`src/rtl/dram_arb_pkg.sv`:
```
// dram_arb_pkg: shared constants and FSM state type for the two-client DRAM arbiter
package dram_arb_pkg;
  localparam int DRAM_DEPTH = 8192;
  localparam int DATA_W = 64;
  localparam int REQ_ADDR_W = $clog2(DRAM_DEPTH);
  typedef enum logic [2:0] {IDLE, AR, R, AW, W, B, RSP} state_t;
endpackage

```
`src/rtl/dram_arb_grant.sv`:
```
// dram_arb_grant: picks one of two pending clients when en_i is high.
//   valid_i    : per-client request pending
//   en_i       : arbiter is able to accept a request this cycle
//   grant_o    : one-hot grant (zero when disabled or nothing pending)
//   grant_id_o : index of the client that wins
//   Build option DRAM_ARB_RR_EN: round-robin with a pointer register (clk/rst_n
//   ports exist only then); otherwise client 0 has fixed priority.
module dram_arb_grant (
`ifdef DRAM_ARB_RR_EN
  input  logic       clk,
  input  logic       rst_n,
`endif
  input  logic [1:0] valid_i,
  input  logic       en_i,
  output logic [1:0] grant_o,
  output logic       grant_id_o
);
`ifdef DRAM_ARB_RR_EN
  logic ptr_q, ptr_d;
  // ptr_q names the client that wins the next tie; it flips to the loser after each grant
  assign grant_id_o = &valid_i ? ptr_q : valid_i[1];
  assign ptr_d = (en_i && |valid_i) ? ~grant_id_o : ptr_q;
  always_ff @(posedge clk or negedge rst_n)
    if (!rst_n) ptr_q <= 1'b0;
    else ptr_q <= ptr_d;
`else
  assign grant_id_o = ~valid_i[0];
`endif
  assign grant_o = en_i ? (valid_i & (grant_id_o ? 2'b10 : 2'b01)) : 2'b00;
endmodule

```
`src/rtl/dram_arbiter.sv`:
```
// dram_arbiter: serialises requests from two clients onto an AXI-like DRAM port.
//   clk, rst_n           : single clock, asynchronous active-low reset
//   req_*                : per-client request (valid/write/addr/wdata) and ready pulse
//   rsp_valid/id/data    : one-cycle completion pulse, read data (0 for writes)
//   AR/R/AW/W/B channels : DRAM side, one transaction in flight at a time
//   Build option DRAM_ARB_RR_EN selects round-robin arbitration (default: client 0 priority).
module dram_arbiter #(
  parameter int DATA_W     = dram_arb_pkg::DATA_W,
  parameter int REQ_ADDR_W = dram_arb_pkg::REQ_ADDR_W
) (
  input  logic                       clk,
  input  logic                       rst_n,
  input  logic [1:0]                 req_valid,
  input  logic [1:0]                 req_write,
  input  logic [1:0][REQ_ADDR_W-1:0] req_addr,
  input  logic [1:0][DATA_W-1:0]     req_wdata,
  output logic [1:0]                 req_ready,
  output logic                       rsp_valid,
  output logic                       rsp_id,
  output logic [DATA_W-1:0]          rsp_data,
  output logic                       AR_VALID,
  output logic [31:0]                AR_ADDR,
  input  logic                       AR_READY,
  input  logic                       R_VALID,
  input  logic [DATA_W-1:0]          R_DATA,
  input  logic [1:0]                 R_RESP,
  output logic                       R_READY,
  output logic                       AW_VALID,
  output logic [31:0]                AW_ADDR,
  input  logic                       AW_READY,
  output logic                       W_VALID,
  output logic [DATA_W-1:0]          W_DATA,
  input  logic                       W_READY,
  input  logic                       B_VALID,
  input  logic [1:0]                 B_RESP,
  output logic                       B_READY
);
  import dram_arb_pkg::*;
  state_t state_q, state_d;
  logic [REQ_ADDR_W-1:0] addr_q, addr_d;
  logic [DATA_W-1:0] data_q, data_d;
  logic write_q, write_d, id_q, id_d;
  logic [1:0] grant;
  logic grant_id, idle;
  logic unused_resp;
  assign unused_resp = ^{R_RESP, B_RESP};
  // gating with rst_n keeps req_ready low while reset is held even though IDLE is the reset state
  assign idle = rst_n && state_q == IDLE;
  dram_arb_grant u_grant (
`ifdef DRAM_ARB_RR_EN
    .clk        (clk),
    .rst_n      (rst_n),
`endif
    .valid_i    (req_valid),
    .en_i       (idle),
    .grant_o    (grant),
    .grant_id_o (grant_id)
  );
  always_ff @(posedge clk or negedge rst_n)
    if (!rst_n) begin
      state_q <= IDLE;
      addr_q  <= '0;
      data_q  <= '0;
      write_q <= 1'b0;
      id_q    <= 1'b0;
    end else begin
      state_q <= state_d;
      addr_q  <= addr_d;
      data_q  <= data_d;
      write_q <= write_d;
      id_q    <= id_d;
    end
  // data_q holds write data for writes and is reused to capture read data
  always_comb begin
    addr_d  = |grant ? req_addr[grant_id] : addr_q;
    write_d = |grant ? req_write[grant_id] : write_q;
    id_d    = |grant ? grant_id : id_q;
    data_d  = |grant ? req_wdata[grant_id] : (state_q == R && R_VALID) ? R_DATA : data_q;
  end
  always_comb begin
    state_d = state_q;
    unique case (state_q)
      IDLE:    state_d = |grant ? (req_write[grant_id] ? AW : AR) : IDLE;
      AR:      state_d = AR_READY ? R : AR;
      R:       state_d = R_VALID ? RSP : R;
      AW:      state_d = AW_READY ? W : AW;
      W:       state_d = W_READY ? B : W;
      B:       state_d = B_VALID ? RSP : B;
      RSP:     state_d = IDLE;
      default: state_d = IDLE;
    endcase
  end
  always_comb begin
    req_ready = grant;
    AR_VALID  = state_q == AR;
    AR_ADDR   = AR_VALID ? 32'(addr_q) : 32'd0;
    R_READY   = state_q == R;
    AW_VALID  = state_q == AW;
    AW_ADDR   = AW_VALID ? 32'(addr_q) : 32'd0;
    W_VALID   = state_q == W;
    W_DATA    = W_VALID ? data_q : '0;
    B_READY   = state_q == B;
    rsp_valid = state_q == RSP;
    rsp_id    = rsp_valid & id_q;
    rsp_data  = (rsp_valid && !write_q) ? data_q : '0;
  end
endmodule

```
`config.mk`:
```
export PLATFORM = sky130hd
export DESIGN_NAME = dram_arbiter
export DESIGN_NICKNAME = d
export VERILOG_FILES = /design/src/rtl/dram_arb_pkg.sv /design/src/rtl/dram_arb_grant.sv /design/src/rtl/dram_arbiter.sv
export SDC_FILE = /design/constraint.sdc
export NUM_CORES = 1
export LEC_CHECK = 0
export BUFFER_PORTS_ARGS = -buffer_cell sky130_fd_sc_hd__buf_2
export CORE_AREA = 3 3 167 169
export CTS_CLUSTER_DIAMETER = 50
export DETAILED_ROUTE_END_ITERATION = 8
export DIE_AREA = 0 0 170 172
export PLACE_DENSITY = 0.53
export SLEW_MARGIN = 20
export SYNTH_ARGS = -nofsm -noshare
export SYNTH_HDL_FRONTEND = slang
export SYNTH_HIERARCHICAL = 1
export SYNTH_SLANG_ARGS = --single-unit
```
`constraint.sdc`:
```
create_clock -name clk -period 2.64 [get_ports clk]
set_clock_uncertainty 0.2 [all_clocks]
set_input_delay 0.528 -clock clk [delete_from_list [all_inputs] [get_ports clk]]
set_output_delay 0.528 -clock clk [all_outputs]
set_load 0.005 [all_outputs]
```
==> flow_summary.json <==
{
  "status": "completed",
  "std_cell_rows": 60,
  "layout_worst_path_cycle_share": 0.981,
  "finalWirelength_mm": 22.3,
  "finalWorstPathRequiredPeriod_ns": 2.59,
  "cts_htree_levels": 3,
  "hpwlAfterDp_mm": 16.4,
  "slew_headroom": 0.603,
  "hold_class": "in2async",
  "nets": 1213,
  "report.final.setup_viol": 0,
  "post-route-drc-count": 0,
  "yosys_warnings": 6,
  "timing.setup.tns_ns": 0,
  "worstSkewPairLatency_ns": 0.34,
  "critical_path.endpoint_type": "output port",
  "reg_clk_slew_reported_paths_ns": 0.07,
  "io_pins": 434,
  "area.growth.synth_to_final_pct": 51.3,
  "finalCoreUtilization": 0.321,
  "globalplace.congestion": 0.781,
  "clock-root-buffer": "clkbuf_16",
  "setup_ws_ns": 0.0498,
  "portBuffers": 391,
  "tritoncts_num_sinks": 82,
  "die_height_um": 172,
  "cts_tree": "built",
  "drv_slew": 0,
  "gr-total-overflow": 0,
  "final_std_cell_area_no_fill_sq_mm": 0.00858,
  "cp-startpoint": "state_q[0]$_DFF_PN0_",
  "dp_worst_setup_slack_ns": 0.249,
  "cp_data_arrival_time_ns": 1.86,
  "p_leak_uw": 0.00476,
  "synth.yosys.seq_area_share": 0.362,
  "worstPathRequired_ns": 1.91,
  "finalHoldViolations": 0,
  "max_cap_violations": 0,
  "syn_area_sq_mm": 0.00567,
  "vias_after_detailed_routing": 5764,
  "start_util": 0.212,
  "area_after_detailed_placement_sq_mm": 0.00789,
  "chipWidth_um": 170,
  "peakVddDrop_v": 0.000386,
  "post_synth_inst_count": 598,
  "cp-start-kind": "register",
  "number_of_global_route_vias_before_repair": 5351,
  "ctsLongestPathBuffers": 2,
  "max_freq_mhz": 386,
  "tightestPinTransition_ns": 0.595,
  "synthesis.area_per_instance_sq_um": 9.48,
  "power_per_cell_area_mw_per_mm2": 750,
  "grt_first_pass_wirelength_mm": 30.0,
  "dpl.cell_count": 1298,
  "grt_start_max_net_pins": 93,
  "drt-vias-per-instance": 4.35,
  "grt_antenna_before_repair": 1,
  "yosys.cell_types.count": 30,
  "antenna_violating_nets_post_route": 0,
  "floorplan_core_area_sq_mm": 0.0267,
  "postSynthRegisterBits": 82,
  "cts-buffers-inserted": 9,
  "grt_setup_unrepaired": "yes",
  "grtUsageTotal": 0.131,
  "finish.cell_count_without_fillers": 1326,
  "layout-drive-gt1-share": 0.477,
  "dieArea_sq_mm": 0.0292,
  "criticalPathCategory": "reg2out",
  "critPathMaxFanout": 8,
  "antennaDiodeCount": 0,
  "drt_iter0_drc": 259,
  "length_of_the_first_detailed_routing_pass_in_iterations": 5,
  "avgRoutedWirePerCell_um": 16.8,
  "reg2reg_from": "state_q[0]$_DFF_PN0_"
}
[worst paths after layout]
path | slack [ns] | cells after the start | to
setup / recovery | 0.05 | 7 | rsp_data[16]
min in group clk | 0.21 | 2 | data_q[6]$_DFFE_PN0P_
setup reg to reg | 0.21 | 7 | data_q[9]$_DFFE_PN0P_
max in group asynchronous | 1.19 | 3 | data_q[20]$_DFFE_PN0P_
hold reg to reg | 0.28 | 2 | id_q$_DFFE_PN0N_
hold / removal | 0.04 | 2 | addr_q[4]$_DFFE_PN0N_
[power breakdown]
part	internal [uW]	switching (uW)
Clock	857	533
Sequential	1850	465
Combinational	1430	1290
Total	4140	2290
[area by class of cell]
type | count | area [sq um]
Fill cell | 2835 | 18100
Sequential cell | 82 | 2050
Inverter | 2 | 10.0
Multi-Input combinational cell | 461 | 3210
Timing Repair Buffer | 424 | 2550
Clock inverter | 4 | 75.1
Tap cell | 341 | 427
Clock buffer | 12 | 246
[cells by family after synthesis]
| logic type | share of synthesized area |
|---|---|
| simple gates | 0.250 |
| buf+inv | 0.111 |
| compound gates | 0.133 |
| flops | 0.362 |
| mux | 0.143 |
| other cells | 0.000661 |
[metal layers]
metal	routed length (um)	global-route usage
met4	442	0.0466
met2	11300	0.236
met5	7	0
met3	1500	0.0256
met1	9010	0.156
[synthesized netlist by cell type]
master,count,share of area
a21oi_1,1,0.00088
a21oi_2,1,0.0015
a221o_1,64,0.11
a2bb2oi_1,1,0.0015
a311o_1,1,0.0018
a32oi_1,1,0.0015
and2_1,156,0.17
and2_2,1,0.0013
and3_1,2,0.0022
and3b_1,2,0.0031
buf_1,1,0.00066
buf_2,17,0.015
buf_4,41,0.054
buf_6,14,0.028
clkbuf_1,13,0.0086
clkbuf_2,4,0.0035
conb_1,1,0.00066
dfrtp_1,82,0.36
inv_1,2,0.0013
mux2_2,1,0.0020
mux2i_1,80,0.14
nand2_1,17,0.011
nand2b_1,3,0.0033
nor2_1,72,0.048
nor2b_1,1,0.0011
nor3_1,1,0.00088
nor3b_2,1,0.0022
nor3b_4,1,0.0033
o21ai_0,15,0.013
or2_0,1,0.0011
[stage by stage]
stage	hold WS (ns)	power, uW
after CTS	0.0536	6400
final	0.0447	6430
after floorplan	0.0324	3830
after global routing	0.0769	6940
after global placement	0.261	4920
after detailed placement	0.274	4960
[cell usage in the layout (no fill, tap or decap), types with 2 or more instances in the layout]
cell type	count
buf_2	368
and2_1	134
dfrtp_1	82
mux2i_1	80
nor2_1	71
a221o_1	64
conb_1	38
buf_6	25
and2_4	22
nand2_1	17
buf_4	16
o21ai_0	15
clkbuf_16	12
buf_12	11
nand2b_1	3
nor3b_4	2
clkinvlp_4	2
bufinv_16	2
clkbuf_1	2
[sequential cells by signal, summed over array words and instances, names as in the netlist]
name     cells
data_q      64
addr_q      13
state_q      3
id_q         1
write_q      1
[timing repair]
action | in CTS | in global routing
buffers inserted | 0 | 7
hold buffers | 0 | 0
setup endpoints to repair | 0 | 64
gates resized for setup | 0 | 51
[worst max-delay path, stage by stage, from the launching register on]
cell       delay [ns]
dfrtp_1          0.39
buf_6            0.14
and3b_2          0.24
nor2b_4          0.19
buf_8            0.16
clkbuf_16        0.17
and2_4           0.15
buf_6            0.08
Note: power is estimated with default switching activity, not from simulation.
